<file path="src/rtl/noc_pkg.sv">
// Shared NoC definitions: flit types, output port codes, one-hot request bits, routing orders.
package noc_pkg;

   localparam logic [1:0] FlitBody     = 2'b00;
   localparam logic [1:0] FlitTail     = 2'b01;
   localparam logic [1:0] FlitHeader   = 2'b10;
   localparam logic [1:0] FlitHeadTail = 2'b11;

   localparam logic [3:0] PortL = 4'd1;
   localparam logic [3:0] PortE = 4'd2;
   localparam logic [3:0] PortN = 4'd3;
   localparam logic [3:0] PortW = 4'd4;
   localparam logic [3:0] PortS = 4'd5;

   localparam int unsigned BitL = 0;
   localparam int unsigned BitE = 1;
   localparam int unsigned BitN = 2;
   localparam int unsigned BitW = 3;
   localparam int unsigned BitS = 4;

   localparam int unsigned RouteXy = 0;
   localparam int unsigned RouteYx = 1;

   function automatic logic [4:0] port_onehot(input logic [3:0] port);
      logic [4:0] req;
      req = '0;
      unique case (port)
         PortL:   req[BitL] = 1'b1;
         PortE:   req[BitE] = 1'b1;
         PortN:   req[BitN] = 1'b1;
         PortW:   req[BitW] = 1'b1;
         PortS:   req[BitS] = 1'b1;
         default: req = '0;
      endcase
      return req;
   endfunction

endpackage

</file>
<file path="src/rtl/xy_route_calc.sv">
// Combinational dimension-ordered route computation for one mesh node.
module xy_route_calc
   import noc_pkg::*;
#(
   parameter int unsigned X_NODE_NUM = 4,
   parameter int unsigned Y_NODE_NUM = 4,
   parameter int unsigned X_ADDR     = 1,
   parameter int unsigned Y_ADDR     = 2,
   parameter int unsigned ROUTE_MODE = RouteXy,
   parameter int unsigned X_W        = (X_NODE_NUM > 1) ? $clog2(X_NODE_NUM) : 1,
   parameter int unsigned Y_W        = (Y_NODE_NUM > 1) ? $clog2(Y_NODE_NUM) : 1
) (
   input  logic [X_W-1:0] dest_x,
   input  logic [Y_W-1:0] dest_y,
   output logic [3:0]     port,
   output logic           addr_ok
);

   localparam logic signed [X_W:0] XA = (X_W+1)'(X_ADDR);
   localparam logic signed [Y_W:0] YA = (Y_W+1)'(Y_ADDR);

   logic signed [X_W:0] dx;
   logic signed [Y_W:0] dy;
   logic                dx_neg, dx_pos, dy_neg, dy_pos;

   assign dx = $signed({1'b0, dest_x}) - XA;
   assign dy = $signed({1'b0, dest_y}) - YA;

   assign dx_neg = dx[X_W];
   assign dy_neg = dy[Y_W];
   assign dx_pos = !dx_neg && (dx != '0);
   assign dy_pos = !dy_neg && (dy != '0);

   assign addr_ok = (32'(dest_x) < X_NODE_NUM) && (32'(dest_y) < Y_NODE_NUM);

   always_comb begin
      port = PortL;
      if (ROUTE_MODE == RouteYx) begin
         if (dy_pos)      port = PortS;
         else if (dy_neg) port = PortN;
         else if (dx_pos) port = PortE;
         else if (dx_neg) port = PortW;
      end else begin
         if (dx_pos)      port = PortE;
         else if (dx_neg) port = PortW;
         else if (dy_pos) port = PortS;
         else if (dy_neg) port = PortN;
      end
   end

endmodule

</file>
<file path="src/rtl/xy_route_stage.sv">
// One-cycle wormhole route stage: computes the route on headers and locks it for the packet.
module xy_route_stage
   import noc_pkg::*;
#(
   parameter int unsigned X_NODE_NUM = 4,
   parameter int unsigned Y_NODE_NUM = 4,
   parameter int unsigned X_ADDR     = 1,
   parameter int unsigned Y_ADDR     = 2,
   parameter int unsigned FLIT_W     = 8,
   parameter int unsigned ROUTE_MODE = RouteXy
) (
   input  logic              clk,
   input  logic              rst_n,
   input  logic [FLIT_W-1:0] in_flit,
   input  logic              in_valid,
   output logic              in_ready,
   output logic [FLIT_W-1:0] out_flit,
   output logic              out_valid,
   input  logic              out_ready,
   output logic [3:0]        port_num,
   output logic [4:0]        port_req,
   output logic              err
);

   localparam int unsigned X_W = (X_NODE_NUM > 1) ? $clog2(X_NODE_NUM) : 1;
   localparam int unsigned Y_W = (Y_NODE_NUM > 1) ? $clog2(Y_NODE_NUM) : 1;

   typedef enum logic [0:0] {StIdle, StLocked} state_e;

   state_e            state_q;
   logic [3:0]        route_q;
   logic [FLIT_W-1:0] out_flit_q;
   logic              out_valid_q;
   logic [3:0]        port_num_q;
   logic [4:0]        port_req_q;
   logic              err_q;

   logic [1:0] ftype;
   logic       is_head, is_tail, xfer;
   logic [3:0] calc_port;
   logic       addr_ok;

   xy_route_calc #(
      .X_NODE_NUM (X_NODE_NUM),
      .Y_NODE_NUM (Y_NODE_NUM),
      .X_ADDR     (X_ADDR),
      .Y_ADDR     (Y_ADDR),
      .ROUTE_MODE (ROUTE_MODE),
      .X_W        (X_W),
      .Y_W        (Y_W)
   ) u_calc (
      .dest_x  (in_flit[X_W-1:0]),
      .dest_y  (in_flit[X_W+Y_W-1:X_W]),
      .port    (calc_port),
      .addr_ok (addr_ok)
   );

   assign ftype   = in_flit[FLIT_W-1:FLIT_W-2];
   assign is_head = (ftype == FlitHeader) || (ftype == FlitHeadTail);
   assign is_tail = (ftype == FlitTail) || (ftype == FlitHeadTail);

   assign in_ready = !out_valid_q || out_ready;
   assign xfer     = in_valid && in_ready;

   always_ff @(posedge clk or negedge rst_n) begin
      if (!rst_n) begin
         state_q     <= StIdle;
         route_q     <= '0;
         out_flit_q  <= '0;
         out_valid_q <= 1'b0;
         port_num_q  <= '0;
         port_req_q  <= '0;
         err_q       <= 1'b0;
      end else begin
         // Consumed output falls unless a new flit is emitted below.
         if (out_ready) begin
            out_valid_q <= 1'b0;
            port_req_q  <= '0;
         end
         if (xfer) begin
            if (is_head) begin
               if (state_q == StLocked) err_q <= 1'b1;
               if (!addr_ok) begin
                  err_q   <= 1'b1;
                  state_q <= StIdle;
               end else begin
                  out_flit_q  <= in_flit;
                  out_valid_q <= 1'b1;
                  port_num_q  <= calc_port;
                  port_req_q  <= port_onehot(calc_port);
                  route_q     <= calc_port;
                  state_q     <= is_tail ? StIdle : StLocked;
               end
            end else if (state_q == StLocked) begin
               out_flit_q  <= in_flit;
               out_valid_q <= 1'b1;
               port_num_q  <= route_q;
               port_req_q  <= port_onehot(route_q);
               if (is_tail) state_q <= StIdle;
            end else begin
               err_q <= 1'b1;
            end
         end
      end
   end

   assign out_flit  = out_flit_q;
   assign out_valid = out_valid_q;
   assign port_num  = port_num_q;
   assign port_req  = port_req_q;
   assign err       = err_q;

endmodule

</file>
<file path="config.mk">
export PLATFORM = sky130hd
export DESIGN_NAME = xy_route_stage
export DESIGN_NICKNAME = d
export VERILOG_FILES = /design/src/rtl/noc_pkg.sv /design/src/rtl/xy_route_calc.sv /design/src/rtl/xy_route_stage.sv
export SDC_FILE = /design/constraint.sdc
export NUM_CORES = 1
export LEC_CHECK = 0
export ABC_AREA = 1
export BUFFER_PORTS_ARGS = -buffer_cell sky130_fd_sc_hd__buf_2
export CAP_MARGIN = 30
export CORE_ASPECT_RATIO = 0.8
export CORE_MARGIN = 1
export CORE_UTILIZATION = 55
export CTS_BUF_LIST = sky130_fd_sc_hd__clkbuf_4 sky130_fd_sc_hd__clkbuf_8
export DETAILED_ROUTE_END_ITERATION = 8
export HOLD_SLACK_MARGIN = 0.02
export PLACE_DENSITY = 0.92
export SYNTH_ARGS = -nofsm -noshare
export SYNTH_HDL_FRONTEND = slang
export SYNTH_SLANG_ARGS = --single-unit
export TNS_END_PERCENT = 50
</file>
<file path="constraint.sdc">
create_clock -name clk -period 1.85 [get_ports clk]
set_input_delay 0.555 -clock clk [delete_from_list [all_inputs] [get_ports clk]]
set_output_delay 0.555 -clock clk [all_outputs]
set_load 0.01 [all_outputs]
</file>
Word-level counts from Yosys, hierarchy flattened:

Index checks and enable logic that the tools add are counted.

* add/sub/neg operators: 2
* multipliers: 0
* div/mod/pow operators: 0
* magnitude comparators: 0
* equal/unequal tests: 15
* shift-type cells: 0
* muxes and demuxes: 32
* bitwise logic cells: 0
* reduce and logical (&&, ||, !) cells: 15

Operator list (number)
* 1-bit two-way mux: 20
* 4-bit two-way mux: 5
* 5-bit two-way mux: 4
* 4-bit by 2-bit == test with 1-bit output (second input constant): 4
* 4-bit by 3-bit == test with 1-bit output (second input constant): 4
* 8-bit two-way mux: 2
* 4-bit by 1-bit == test with 1-bit output (second input constant): 2
* 3-bit nonzero test: 2
* 2-bit == test (second input constant): 2
* 2-bit AND reduction: 2
* 1-bit logical AND: 3
* 1-bit logical NOT: 3
* 1-bit logical OR: 3
* 3-bit AND reduction: 1
* 2-bit by 1-bit subtractor with 3-bit output (second input constant): 1
* 2-bit by 2-bit subtractor with 3-bit output (second input constant): 1
* 2-bit by 1-bit == test with 1-bit output (second input constant): 1
* 2-bit two-way mux: 1
* 2-bit by 1-bit != test with 1-bit output (second input constant): 1
* 2-bit != test (second input constant): 1
* 2-bit nonzero test: 1

* register bits: 24
* bits in latches: 0
* bits in writable memories: 0
* ROM bits: 0
* output and inout port bits: 20
* memories kept: 0

Depth between registers and ports, before layout:

Gate-level depths: netlist of the first run.

* depth in word-level cells: 10
* gate-level depth with buffers: 8

Cells and area by module:

From an unflattened synthesis of the first run, not the netlist that was laid out.

* cell total of the unflattened synthesis: 167
* area, all modules: 1232.4 um^2

Modules (own cells, without submodules)
* xy_route_stage: instances 1, cells an instance 158, area an instance 1186.1 um^2
* xy_route_calc: instances 1, cells an instance 9, area an instance 46.3 um^2

Worst setup path after synthesis of the first run:

OpenSTA, ideal clock, no wires.

* path kind: input port to flip-flop
* start: input port in_flit[7]
* end: register port_num_q[1] (netlist: port_num[1])
* arrival time: 1292 ps
* required time: 1733 ps
* path slack: 441 ps
* stages on the path: 7
* buffers on the path: 1
* path through: inv_2 -> ha_1 -> nor2_8 -> inv_4 -> buf_6 -> nand2_1 -> nand2_1

* word-level cells in the longest chain between the ends: 4
* elaborated cells on any way between the ends: 6
* those cells by class: eq/ne: 2; mux: 1; reduce/logical: 3

RTL lines
* start, declared: RTL line xy_route_stage.sv:14 `input logic [FLIT_W-1:0] in_flit,`
* 2-bit == test: RTL line xy_route_stage.sv:59 `assign is_head = (ftype == FlitHeader) || (ftype == FlitHeadTail);`
* 1-bit logical OR (*): RTL line xy_route_stage.sv:59
* 2-bit nonzero test (no source line)
* 2-bit AND reduction (no source line)
* end signal, assigned: RTL line xy_route_stage.sv:89 `port_num_q <= calc_port;`
* end signal, assigned: RTL line xy_route_stage.sv:97 `port_num_q <= route_q;`
* end, declared: RTL line xy_route_stage.sv:34 `logic [3:0] port_num_q;`

Every way passes the cells marked *; elsewhere a longest branch is shown, timed or not.
A chain may end at the register's enable or synchronous reset.

Final worst setup path of the first run:

* start: input port out_ready
* end: output port in_ready

* word-level cells in the longest chain between the ends: 1

RTL lines
* start, declared: RTL line xy_route_stage.sv:19 `input logic out_ready,`
* 1-bit logical OR: RTL line xy_route_stage.sv:62 `assign in_ready = !out_valid_q || out_ready;`
* end, declared: RTL line xy_route_stage.sv:16 `output logic in_ready,`

Every way passes these cells.

==> flow_summary_export.csv, run 1 <==
group,metric,value,unit
critical_path,crit_fanout,7,
cts,cts_root_buf,"clkbuf_4",
floorplanning,pin_count,32,
floorplanning,die_h,41.5,µm
floorplanning,dieWidth,51.4,µm
pwr,leakage,0.706,nW
cells_and_area,final_common_cell,"nand2_1",
critical_path,timing.rr.end,"out_flit[1]",
placement,dpl_worst_slack,209,ps
cells_and_area,num-nets-final,174,
detailed_routing,drc,0,
cts,clock_path_buffers,2,
floorplanning,fp.coreArea,1720,µm²
synth,synth-seq-cells,22,
timing,finalCriticalPeriod,1580,ps
global_route,grt_pass1_vias,941,
synth,synth_area_per_cell,8.39,µm²
cts,numCtsBuffers,3,
global_route,antenna_found_initial,0,
global_route,grt_max_degree,23,
cts,cts_tree,"done",
timing,timing.final.ws_setup,267,ps
cts,cts_sinks,22,
pwr,vdd_drop_max,0.825,mV
outcome,outcome,"complete, no violations",
global_route,grt_usage,24.6,%
critical_path,r2r-start,"state_q",
critical_path,worstPathArrival,1030,ps
cts,postCtsResizedCells,0,
detailed_routing,wl_per_cell,13.1,µm
cells_and_area,final_cell_mix,"nand2_1, buf_2, dfrtp_1",
critical_path,end_kind,"output port",
detailed_routing,final_antenna_net_count,0,
timing,report.final.slew_viol_count,0,
timing,post-route-period-util,85.6,%
floorplanning,die_area,2130,µm²
detailed_routing,drt_iter0_drc,40,
detailed_routing,vias,982,
flow_run,drv_cap,0,
cells_and_area,syn2layout_area_growth,16.9,%
synth,synthCells,128,
placement,dpl.hpwl,1760,µm
critical_path,worstPathRequired,1290,ps
timing,rsz0062_at_grt,"no",
critical_path,ff2ff_setup_slack,580,ps
synth,ys_warn_count,0,
placement,port_buffers,30,
cts,insertion_delay,310,ps
detailed_routing,vias_per_cell,5.43,
placement,gp_congestion,0.824,
timing,setup_tns,0,ps
cells_and_area,finalNonFillerCells,181,
cts,clkTransAtPathRegs,120,ps
placement,dp.cells,178,
timing,hold_viol,0,
hold_path,hold_class,"input port to async pin",
cts,ctsHtreeMaxLevel,1,
cells_and_area,n_fill_cell,143,
pwr,pwr_density_cell,908,nW/µm²
synth,syn_area,1070,µm²
floorplanning,start_util,62.3,%
cts,holdBufCountCts,0,
cts,cts_setup_buffers,0,
timing,finalSetupViolCount,0,
cells_and_area,drive_gt1_share,28.3,%
cells_and_area,num_antenna_cells,0,
critical_path,criticalPathCategory,"input port to output port",
critical_path,cp-start-kind,"input port",
global_route,grt_pass1_wl,3970,µm
critical_path,worstRegToRegCells,6,
floorplanning,rows,13,
timing,fin_worst_skew,8.71,ps
synth,yosysUniqueCellTypes,20,
detailed_routing,first_pass_iters,4,
global_route,grt_overflow,0,
synth,ys_seq_area_share,51.3,%
synth,synth_nets,141,
detailed_routing,routed_wl,2370,µm
timing,timing.fmax,632,MHz
-- flip-flops by register name, indices dropped and copies added, names as in the netlist --
register,cells
err,1
out_flit,8
out_valid,1
port_num,3
port_req,5
route_q,3
state_q,1
-- Yosys cell counts, drive strengths merged --
cell | count | share of area, %
buf | 2 | 1.7
a21oi | 1 | 0.47
nand4 | 2 | 1.2
inv | 11 | 4.1
dfrtp | 22 | 51
nor2 | 12 | 5.7
nand2 | 48 | 18
ha | 1 | 1.2
a22oi | 1 | 0.70
o21bai | 1 | 0.70
a21boi | 1 | 1.0
o21ai | 10 | 6.4
conb | 1 | 0.35
nand3 | 15 | 7.0
-- where the power goes --
| part | internal (mW) | switching [mW] |
|---|---|---|
| Clock | 0.0762 | 0.140 |
| Sequential | 0.558 | 0.0524 |
| Combinational | 0.116 | 0.196 |
| Total | 0.750 | 0.389 |
-- cell families (layout without fill, tap and decap cells) --
group	after synthesis	count (layout)	share of synthesized area, %
buf+inv	13	44	5.83
flops	22	22	51.3
simple gates	77	77	32.1
fa+ha+maj	1	1	1.17
compound gates	14	14	9.32
other cells	1	1	0.349
-- critical path, cell delays in order --
cell     delay [ps]
buf_2           100
inv_2           130
nand2_4          90
buf_2           150
-- layer usage --
| metal | global-route usage, % | part of all wire, % | vias up |
|---|---|---|---|
| met5 | 0 | 0 | - |
| li1 | - | - | 471 |
| met2 | 38.4 | 47 | 46 |
| met3 | 7.33 | 6.7 | 14 |
| met4 | 9.73 | 3.4 | 0 |
| met1 | 32.0 | 43 | 451 |
-- stage by stage --
stage | power (mW) | instance area, µm² | util, % | hold slack, ps
5_1_grt | 1.20 | 1250 | 72.8 | 225
3_5_place_dp | 0.930 | 1230 | 71.5 | 460
6_report | 1.14 | 1250 | 72.8 | 180
2_1_floorplan | 0.804 | 1070 | - | 259
4_1_cts | 1.14 | 1250 | 72.8 | 203
3_3_place_gp | 0.913 | 1230 | 71.5 | 453
-- final cells by class --
| type | instances | area (µm²) | area share (%) |
|---|---|---|---|
| tap | 22 | 27.5 | 2.19 |
| inverter | 11 | 43.8 | 3.49 |
| sequential | 22 | 551 | 43.9 |
| timing repair buffer | 30 | 150 | 12.0 |
| clock buffer | 3 | 22.5 | 1.79 |
| multi-input combinational | 93 | 460 | 36.7 |
-- how the worst max path moves through the flow --
stage | endpoint | cells past startpoint | start
global route | in_ready | 4 | out_ready
global placement | port_num[0] | 7 | in_flit[7]
floorplan | port_num[1] | 7 | in_flit[7]
CTS | in_ready | 4 | out_ready
detailed placement | out_flit[1] | 7 | in_flit[7]
finish | in_ready | 4 | out_ready
No activity file was read; power rests on OpenSTA's default activity.
==> inputs of run 2 (changes only) <==
Settings changed: CORE_MARGIN 1 to 1.5.
==> run 2 against run 1 <==
Compared with the run above:
- hold slack hardly changed
- via count is 1.4% higher
- first-iteration DRC count is 2.5% higher
- final area up 1.3%
- worst setup slack worse by 19 ps
- critical path type unchanged
- global-route usage up 1.4 points
- critical endpoint unchanged
==> flow_summary_export.csv, run 2 (synthesis gave the netlist of run 1 again) <==
group,metric,value,unit
timing,finalCriticalPeriod,1600,ps
cells_and_area,drive_gt1_share,28.7,%
detailed_routing,met3WireLength,257,µm
pwr,vdd_drop_max,0.676,mV
timing,report.final.slew_viol_count,0,
pwr,pwr_density_cell,944,nW/µm²
global_route,grt_pass1_wl,4180,µm
cells_and_area,largest_reg_flops,8,
timing,timing.fmax,624,MHz
cts,holdBufCountCts,0,
cts,insertion_delay,310,ps
floorplanning,rows,14,
floorplanning,fp.coreArea,1860,µm²
placement,port_buffers,30,
detailed_routing,m1WireLength,1080,µm
critical_path,crit_fanout,7,
cts,clkTransAtPathRegs,120,ps
detailed_routing,drt_iter0_drc,41,
detailed_routing,first_pass_iters,5,
cts,cts_sinks,22,
timing,hold_viol,0,
global_route,grt_pass1_vias,917,
detailed_routing,highest_layer,"met4",
detailed_routing,routed_wl,2650,µm
global_route,antenna_found_initial,0,
detailed_routing,vias,996,
detailed_routing,wl_met2,1250,µm
flow_run,drv_cap,0,
floorplanning,die_h,42.5,µm
pwr,p_clk_share,22.1,%
floorplanning,dieWidth,52.4,µm
detailed_routing,wl_per_cell,14.4,µm
timing,post-route-period-util,86.6,%
cts,numCtsBuffers,3,
timing,fin_worst_skew,4.91,ps
detailed_routing,vias_per_cell,5.41,
cells_and_area,syn2layout_area_growth,18.4,%
global_route,grt_overflow,0,
critical_path,cp-start-kind,"input port",
detailed_routing,final_antenna_net_count,0,
cts,ctsHtreeMaxLevel,1,
outcome,outcome,"complete, no violations",
pwr,switching_share,33.8,%
hold_path,hold_class,"input port to async pin",
cells_and_area,final_common_cell,"nand2_1",
critical_path,end_kind,"output port",
timing,rsz0062_at_grt,"no",
cts,clock_path_buffers,2,
pwr,p_comb_share,26.7,%
critical_path,worstPathRequired,1290,ps
critical_path,worstPathArrival,1050,ps
cts,cts_setup_buffers,0,
cts,cts_tree,"done",
placement,dpl.hpwl,1960,µm
timing,setup_tns,0,ps
critical_path,criticalPathCategory,"input port to output port",
cells_and_area,num-nets-final,174,
pwr,design_power_total,1.20,mW
global_route,grt_usage,26.0,%
global_route,grt_max_degree,23,
pwr,p_seq_share,51.2,%
timing,finalSetupViolCount,0,
floorplanning,die_area,2230,µm²
cts,postCtsResizedCells,0,
placement,gp_congestion,0.889,
cells_and_area,num_antenna_cells,0,
pwr,leakage,0.713,nW
floorplanning,start_util,57.8,%
detailed_routing,drc,0,
floorplanning,pin_count,32,
cts,cts_root_buf,"clkbuf_4",
pwr,cell_internal_pwr,0.794,mW
cells_and_area,final_cell_mix,"nand2_1, buf_2, dfrtp_1",
pwr,p_switching,0.406,mW
-- run 2: changes by cell type in the layout (fill, tap and decap cells not counted) --
cell,before,now
clkbuf_8,0,1
-- run 2: power groups by stage --
stage                     clock, mW  combinational, mW  sequential (mW)
after floorplan                   0              0.160            0.644
after global placement            0              0.301            0.614
after detailed placement          0              0.317            0.620
after CTS                     0.272              0.319            0.611
after global routing          0.284              0.355            0.622
final                         0.265              0.320            0.614
-- run 2: stage by stage --
step / instances / util [%] / setup slack (ps) / hold WS (ps) / instance area [µm²]
detailed placement: 180 / 66.5 / 165 / 458 / 1230
global placement: 180 / 66.5 / 253 / 452 / 1230
finish: 184 / 68.5 / 248 / 180 / 1270
CTS: 184 / 68.5 / 258 / 196 / 1270
floorplan: 128 / - / 441 / 259 / 1070
global route: 184 / 68.5 / 224 / 220 / 1270
-- run 2: final timing paths --
kind                            depth (start not counted)        start  slack (ps)          end
worst max-delay path                                    4    out_ready         250     in_ready
worst min-delay path                                    1        rst_n         180  out_flit[3]
worst max register to register                          6      state_q         480  out_flit[0]
worst min register to register                          2  out_flit[5]         490  out_flit[5]
max in group asynchronous                               1        rst_n        1340          err
min in group clk                                        3   in_flit[4]         450  out_flit[4]
-- run 2: area by class of cell --
class / instances / area, µm²
clock buffer: 4 / 36.3
fill: 160 / 586
inverter: 11 / 43.8
multi-input combinational: 93 / 460
sequential: 22 / 551
tap: 24 / 30.0
timing repair buffer: 30 / 150
-- run 2: routing by layer --
metal / vias to the layer above / track usage, %
li1: 470 / -
met1: 453 / 33.1
met2: 65 / 42.3
met3: 8 / 7.86
met4: 0 / 8.21
met5: - / 0
-- run 2: critical path: stages --
cell and delay, ps:
buf_2 100, inv_2 140, nand2_4 100, buf_2 150
